**src/rtl/mod_addsub_serial_pkg.sv**
```systemverilog
// Shared types and helpers for the bit-serial modular adder/subtractor.
package mod_pkg;

  typedef enum logic [1:0] {
    IDLE = 2'd0,
    CALC = 2'd1,
    DONE = 2'd2
  } state_e;

  localparam logic OP_ADD = 1'b0;
  localparam logic OP_SUB = 1'b1;

  // Bit-position counter width for an operand of w bits.
  function automatic int unsigned cnt_width(input int unsigned w);
    return (w < 2) ? 1 : $clog2(w);
  endfunction

endpackage

```
**src/rtl/mod_addsub_serial_if.sv**
```systemverilog
// Request/result bundle for mod_addsub_serial; slave = the arithmetic block.
interface mod_addsub_serial_if #(
  parameter int unsigned WIDTH = 4
);
  logic             in_valid;
  logic             in_ready;
  logic             op;
  logic [WIDTH-1:0] a;
  logic [WIDTH-1:0] b;
  logic [WIDTH-1:0] m;
  logic             out_valid;
  logic             out_ready;
  logic [WIDTH-1:0] cand0;
  logic [WIDTH-1:0] cand1;
  logic             sel;
  logic [WIDTH-1:0] result;
  logic             err;

  modport slave (
    input  in_valid, op, a, b, m, out_ready,
    output in_ready, out_valid, cand0, cand1, sel, result, err
  );

  modport master (
    output in_valid, op, a, b, m, out_ready,
    input  in_ready, out_valid, cand0, cand1, sel, result, err
  );
endinterface

```
**src/rtl/mod_addsub_serial_fa.sv**
```systemverilog
// One-bit full adder with a registered carry; load seeds the carry.
module mod_serial_fa (
  input  logic clk,
  input  logic rst_n,
  input  logic load,
  input  logic cin_init,
  input  logic x,
  input  logic y,
  output logic sum
);
  logic c_q, c_d;

  always_comb begin
    sum = x ^ y ^ c_q;
    c_d = load ? cin_init : ((x & y) | (c_q & (x ^ y)));
  end

  always_ff @(posedge clk or negedge rst_n) begin
    if (!rst_n) c_q <= 1'b0;
    else        c_q <= c_d;
  end
endmodule

```
**src/rtl/mod_addsub_serial.sv**
```systemverilog
// Bit-serial modular add/subtract: raw chain A±B and correction chain raw∓M,
// LSB-first, then a select cycle that picks the reduced candidate.
module mod_addsub_serial
  import mod_pkg::*;
#(
  parameter int unsigned WIDTH = 4
) (
  input  logic                clk,
  input  logic                rst_n,
  mod_addsub_serial_if.slave  bus
);
  localparam int unsigned CNT_W = cnt_width(WIDTH);

  state_e           state_q, state_d;
  logic [CNT_W-1:0] cnt_q, cnt_d;
  logic             last_q, last_d;
  logic             op_q, op_d;
  logic [WIDTH-1:0] a_sh_q, a_sh_d;
  logic [WIDTH-1:0] b_sh_q, b_sh_d;
  logic [WIDTH-1:0] m_sh_q, m_sh_d;
  logic [WIDTH-1:0] cand0_q, cand0_d;
  logic [WIDTH-1:0] cand1_q, cand1_d;
  logic [WIDTH-1:0] result_q, result_d;
  logic             sel_q, sel_d;
  logic             err_q, err_d;
  logic             in_ready_q, in_ready_d;
  logic             out_valid_q, out_valid_d;

  logic accept, shift, raw_bit, corr_bit, sel_calc;
  logic fa1_x, fa1_y, fa2_x, fa2_y;

  // Outside bit cycles each chain sees x=1,y=0: the carry holds and sum = ~carry,
  // which lets the select cycle read both final carries through the sum ports.
  always_comb begin
    accept = (state_q == IDLE) && bus.in_valid;
    shift  = (state_q == CALC) && !last_q;
    fa1_x  = shift ? a_sh_q[0] : 1'b1;
    fa1_y  = shift ? b_sh_q[0] : 1'b0;
    fa2_x  = shift ? raw_bit   : 1'b1;
    fa2_y  = shift ? m_sh_q[0] : 1'b0;
    // c1 = ~raw_bit, c2 = ~corr_bit here; sel = op ? ~c1 : (c1 | c2)
    sel_calc = (op_q == OP_SUB) ? raw_bit : ~(raw_bit & corr_bit);
  end

  mod_serial_fa u_raw_fa (
    .clk      (clk),
    .rst_n    (rst_n),
    .load     (accept),
    .cin_init (bus.op == OP_SUB),
    .x        (fa1_x),
    .y        (fa1_y),
    .sum      (raw_bit)
  );

  mod_serial_fa u_corr_fa (
    .clk      (clk),
    .rst_n    (rst_n),
    .load     (accept),
    .cin_init (bus.op == OP_ADD),
    .x        (fa2_x),
    .y        (fa2_y),
    .sum      (corr_bit)
  );

  always_comb begin
    state_d     = state_q;
    cnt_d       = cnt_q;
    last_d      = last_q;
    op_d        = op_q;
    a_sh_d      = a_sh_q;
    b_sh_d      = b_sh_q;
    m_sh_d      = m_sh_q;
    cand0_d     = cand0_q;
    cand1_d     = cand1_q;
    result_d    = result_q;
    sel_d       = sel_q;
    err_d       = err_q;
    in_ready_d  = in_ready_q;
    out_valid_d = out_valid_q;

    unique case (state_q)
      IDLE: begin
        if (bus.in_valid) begin
          a_sh_d     = bus.a;
          b_sh_d     = (bus.op == OP_SUB) ? ~bus.b : bus.b;
          m_sh_d     = (bus.op == OP_SUB) ? bus.m : ~bus.m;
          op_d       = bus.op;
          cnt_d      = '0;
          last_d     = 1'b0;
          err_d      = (bus.a >= bus.m) || (bus.b >= bus.m) || (bus.m < WIDTH'(2));
          in_ready_d = 1'b0;
          state_d    = CALC;
        end
      end
      CALC: begin
        if (!last_q) begin
          cand0_d = {raw_bit, cand0_q[WIDTH-1:1]};
          cand1_d = {corr_bit, cand1_q[WIDTH-1:1]};
          a_sh_d  = a_sh_q >> 1;
          b_sh_d  = b_sh_q >> 1;
          m_sh_d  = m_sh_q >> 1;
          cnt_d   = cnt_q + 1'b1;
          if (cnt_q == CNT_W'(WIDTH - 1)) last_d = 1'b1;
        end else begin
          sel_d       = sel_calc;
          result_d    = sel_calc ? cand1_q : cand0_q;
          out_valid_d = 1'b1;
          last_d      = 1'b0;
          state_d     = DONE;
        end
      end
      DONE: begin
        if (bus.out_ready) begin
          out_valid_d = 1'b0;
          in_ready_d  = 1'b1;
          state_d     = IDLE;
        end
      end
      default: begin
        state_d     = IDLE;
        in_ready_d  = 1'b1;
        out_valid_d = 1'b0;
      end
    endcase
  end

  always_ff @(posedge clk or negedge rst_n) begin
    if (!rst_n) begin
      state_q     <= IDLE;
      cnt_q       <= '0;
      last_q      <= 1'b0;
      op_q        <= 1'b0;
      a_sh_q      <= '0;
      b_sh_q      <= '0;
      m_sh_q      <= '0;
      cand0_q     <= '0;
      cand1_q     <= '0;
      result_q    <= '0;
      sel_q       <= 1'b0;
      err_q       <= 1'b0;
      in_ready_q  <= 1'b1;
      out_valid_q <= 1'b0;
    end else begin
      state_q     <= state_d;
      cnt_q       <= cnt_d;
      last_q      <= last_d;
      op_q        <= op_d;
      a_sh_q      <= a_sh_d;
      b_sh_q      <= b_sh_d;
      m_sh_q      <= m_sh_d;
      cand0_q     <= cand0_d;
      cand1_q     <= cand1_d;
      result_q    <= result_d;
      sel_q       <= sel_d;
      err_q       <= err_d;
      in_ready_q  <= in_ready_d;
      out_valid_q <= out_valid_d;
    end
  end

  assign bus.in_ready  = in_ready_q;
  assign bus.out_valid = out_valid_q;
  assign bus.cand0     = cand0_q;
  assign bus.cand1     = cand1_q;
  assign bus.sel       = sel_q;
  assign bus.result    = result_q;
  assign bus.err       = err_q;
endmodule

```
**src/flat_wrapper.sv**
```systemverilog
// flat-port wrapper written by rule: the top's interface ports become plain ports
module mod_addsub_serial_flat import mod_pkg::*;
#(
  parameter int unsigned WIDTH = 4
)
  (clk, rst_n, bus_in_valid, bus_op, bus_a, bus_b, bus_m, bus_out_ready, bus_in_ready, bus_out_valid, bus_cand0, bus_cand1, bus_sel, bus_result, bus_err);
  mod_addsub_serial_if #(.WIDTH(WIDTH)) bus_i ();
  input  logic clk;
  input  logic rst_n;
  input wire logic [$bits(bus_i.in_valid)-1:0] bus_in_valid;
  input wire logic [$bits(bus_i.op)-1:0] bus_op;
  input wire logic [$bits(bus_i.a)-1:0] bus_a;
  input wire logic [$bits(bus_i.b)-1:0] bus_b;
  input wire logic [$bits(bus_i.m)-1:0] bus_m;
  input wire logic [$bits(bus_i.out_ready)-1:0] bus_out_ready;
  output wire logic [$bits(bus_i.in_ready)-1:0] bus_in_ready;
  output wire logic [$bits(bus_i.out_valid)-1:0] bus_out_valid;
  output wire logic [$bits(bus_i.cand0)-1:0] bus_cand0;
  output wire logic [$bits(bus_i.cand1)-1:0] bus_cand1;
  output wire logic [$bits(bus_i.sel)-1:0] bus_sel;
  output wire logic [$bits(bus_i.result)-1:0] bus_result;
  output wire logic [$bits(bus_i.err)-1:0] bus_err;
  assign bus_i.in_valid = bus_in_valid;
  assign bus_i.op = bus_op;
  assign bus_i.a = bus_a;
  assign bus_i.b = bus_b;
  assign bus_i.m = bus_m;
  assign bus_i.out_ready = bus_out_ready;
  assign bus_in_ready = bus_i.in_ready;
  assign bus_out_valid = bus_i.out_valid;
  assign bus_cand0 = bus_i.cand0;
  assign bus_cand1 = bus_i.cand1;
  assign bus_sel = bus_i.sel;
  assign bus_result = bus_i.result;
  assign bus_err = bus_i.err;
  mod_addsub_serial #(.WIDTH(WIDTH)) u_core (.clk(clk), .rst_n(rst_n), .bus(bus_i));
endmodule
```
**config.mk**
```make
export PLATFORM = sky130hd
export DESIGN_NAME = mod_addsub_serial_flat
export DESIGN_NICKNAME = d
export VERILOG_FILES = /design/src/rtl/mod_addsub_serial_pkg.sv /design/src/rtl/mod_addsub_serial_if.sv /design/src/rtl/mod_addsub_serial_fa.sv /design/src/rtl/mod_addsub_serial.sv /design/src/flat_wrapper.sv
export SDC_FILE = /design/constraint.sdc
export NUM_CORES = 1
export LEC_CHECK = 0
export ABC_AREA = 1
export BUFFER_PORTS_ARGS = -buffer_cell sky130_fd_sc_hd__buf_2
export CORE_MARGIN = 5
export CORE_UTILIZATION = 60
export DETAILED_ROUTE_END_ITERATION = 16
export PLACE_DENSITY = 0.83
export SYNTH_ARGS = -nofsm -noshare
export SYNTH_HDL_FRONTEND = slang
export SYNTH_HIERARCHICAL = 1
export SYNTH_SLANG_ARGS = --single-unit
```
**constraint.sdc**
```tcl
create_clock -name clk -period 4.1 [get_ports clk]
set_input_delay 0.205 -clock clk [delete_from_list [all_inputs] [get_ports clk]]
set_output_delay 0.205 -clock clk [all_outputs]
set_load 0.05 [all_outputs]
```
==> impl_metrics.yaml <==
worst_setup_path:
  rrSetupSlack_ns: 1.07
  timing.rr.start: "u_core/state_q[0]"
  crit_type: "flip-flop to flip-flop"
  cp-end-kind: "flip-flop"
  start_kind: "flip-flop"
  cpPeakStageDelay_ns: 0.53
  cpMaxStageDelayCell: "fa_1"
  path_cells: "inv_2, nor2_4, nand2_4, nor2_1, fa_1, inv_1, nand2_1, fa_1, nand3b_1, nand2_1, inv_1, nor2_1, o21ai_0"
  reg2reg_depth: 13
  regToRegEndpoint: "u_core/bus.result[0]"
  crit_fanout: 17
  critPathBufInv: 3
  cp_top_family: "simple AND/OR/NAND/NOR gates"
  cp_data_required_time_ns: 4.32
  cp.arrival_ns: 3.25
floorplanning:
  fp.dieW_microns: 67.3
  io_pins: 33
  num_rows: 20
  die_h_microns: 67.3
  dieArea_sq_mm: 0.00453
  start_util_pct: 63.4
  core_area_sq_mm: 0.00310
clock_tree:
  cts.repair.resized: 0
  cts_buffers: 5
  cts_max_level: 2
  clock_latency_ns: 0.33
  cts_tree: "yes"
  cts.path.max_buffers: 2
  cts_sinks: 36
  clkTransAtPathRegs_ns: 0.11
  clockRootBuffer: "clkbuf_4"
  post_cts_buffers: 0
hold_path:
  worstHoldStart: "bus_a[3]"
  whs_path_depth: 3
  hold_class: "input port to flip-flop"
  hold_end: "u_core/a_sh_q[3]"
synth:
  synth_seq_cells: 36
  syn_area_per_cell_sq_um: 8.59
  syn_inst: 229
  synth_mux_area_share_pct: 0
  synth_top_area_share_pct: 44.5
  synth_fa_ha_area_share_pct: 7.76
  syn-num-nets: 257
  ys_seq_area_share_pct: 45.8
  yosysTopAreaCell: "dfrtp_1"
  synth_area_leaders: "dfrtp_1 (45%), nand2_1 (14%), inv_1 (6.3%)"
  ys_warn_count: 6
  synth-compound-area-share_pct: 11.1
  ys_types: 27
  syn_area_sq_mm: 0.00197
  synth_xor_area_share_pct: 2.23
  synth-simple-area-share_pct: 24.8
  synth_top_family_by_area: "simple AND/OR/NAND/NOR gates"
detailed_routing:
  ant_nets: 0
  vias: 1525
  routedWlPerCell_microns: 11.8
  drtIter0Drc: 82
  drc_errors: 0
  first_pass_iters: 4
  drt_wl_total_microns: 3660
  vias_per_cell: 4.92
run:
  maxCapViolations: 0
timing:
  tns_ns: 0
  max_freq_ghz: 0.330
  period_share_pct: 73.9
  period_needed_ns: 3.03
  setup_violations: 0
  slew_viol_final: 0
  tightest_slew_ns: 0.764
  fin_ws_ns: 1.07
  hold_violations: 0
  fin_skew_ns: 0.00540
  rsz0062_at_grt: "no"
  relSlewSlack_pct: 49.1
placement:
  port_buffers: 32
  post-place-ws_ns: 1.08
  routabilityCongestion: 0.786
  hpwl_microns: 2780
global_routing:
  grt_pass1_vias: 1401
  grt.total_usage_pct: 18.6
  grt_overflow_total: 0
  antenna_found_initial: 0
  grt_pass1_wl_microns: 6290
  grt_max_degree: 37
final_layout:
  antenna_cells: 0
  nNetsFinal: 293
  drive_above_1_share_pct: 21.8
  area_growth_pct: 14.5
run_status:
  status: "finished clean"
-- timing repair --
action	4_1_cts	5_1_grt
endpoints found under the setup margin	0	0
hold buffers	1	0
hold endpoints to repair	35	0
-- cell type report --
cell class	count	area, sq um
repair buffers	33	170
well taps	44	55.1
flip-flops and latches	36	902
inverters	34	128
fillers	248	850
clock inverters	1	30.0
multi-input cells	155	903
clock buffers	7	65.1
-- flip-flops by register name, summed over array words and instances, names as in the netlist, 2 cells and up --
| register | flops |
|---|---|
| u_core/cnt_q | 2 |
| u_core/bus.cand0 | 4 |
| u_core/m_sh_q | 4 |
| u_core/state_q | 2 |
| u_core/bus.cand1 | 4 |
| u_core/b_sh_q | 4 |
| u_core/bus.result | 4 |
| u_core/a_sh_q | 4 |
-- cell usage in the layout (no fill, tap or decap), types with 3 or more instances in the layout --
cell | synthesis | final
ha_1 | 9 | 9
nand3_1 | 9 | 9
o21ai_2 | 7 | 7
inv_1 | 33 | 33
nor2_4 | 5 | 5
dfrtp_1 | 35 | 35
nand2_4 | 3 | 3
o211ai_1 | 3 | 3
nor2_1 | 12 | 12
xor2_1 | 3 | 3
o21ai_0 | 12 | 12
nand2_1 | 73 | 73
clkbuf_4 | 0 | 5
buf_2 | 1 | 32
a31oi_1 | 5 | 5
o21ai_1 | 4 | 4
-- through the flow --
stage / cells / hold slack [ns] / area, sq um / utilization, %
after detailed placement: 301 / 0.332 / 2150 / 69.2
final: 310 / 0.111 / 2250 / 72.6
after global placement: 301 / 0.339 / 2150 / 69.2
after floorplan: 229 / -0.0906 / 1970 / -
after global routing: 310 / 0.102 / 2250 / 72.6
after CTS: 310 / 0.0936 / 2250 / 72.6
-- how the worst max path moves through the flow --
stage                 startpoint                    to  slack [ns]  cells past startpoint
5_1_grt        u_core/state_q[0]  u_core/bus.result[0]        0.82                     13
2_1_floorplan  u_core/state_q[0]  u_core/bus.result[0]        1.44                     14
3_3_place_gp   u_core/state_q[0]  u_core/bus.result[0]        1.20                     13
6_report       u_core/state_q[0]  u_core/bus.result[0]        1.07                     13
3_5_place_dp   u_core/state_q[0]  u_core/bus.result[0]        1.08                     13
4_1_cts        u_core/state_q[0]  u_core/bus.result[0]        1.06                     13
-- cell usage after synthesis --
master and number:
o21ai_0 12, xnor2_1 2, o31ai_1 1, a22o_1 1, inv_1 33, buf_4 1, nand2_8 1, dfstp_2 1
nand3b_1 1, o21ai_1 4, nand2_1 73, a31oi_1 5, nand3_1 9, fa_1 2, o21ai_2 7, nor2_1 12
nor2_4 5, o211ai_1 3, buf_2 1, xor2_1 3, o21a_1 1, inv_2 1, ha_1 9, dfrtp_1 35
or2_1 1, buf_6 2, nand2_4 3
-- kinds of logic (layout without fill, tap and decap cells) --
kind of cell	count (synthesis)	in the layout
buffers and inverters	38	75
DFF	36	36
adders and majority gates	11	11
AOI/OAI and AO/OA	34	34
xor gates and xnor gates	5	5
and+or+nand+nor	105	105
-- metal layers --
layer,wire (microns),GRT usage (%),vias to the layer above
li1,-,-,792
met1,1680,24.4,692
met2,1710,29.2,35
met3,237,6.66,6
met4,40,5.32,0
met5,0,0,-
-- worst min-delay path, stage by stage --
cell	delay, ns
buf_2	0.10
nand2_1	0.05
o21ai_1	0.06
Power is not shown: default switching activity piles up to over one toggle a cycle in this logic, so the estimate is an artifact.
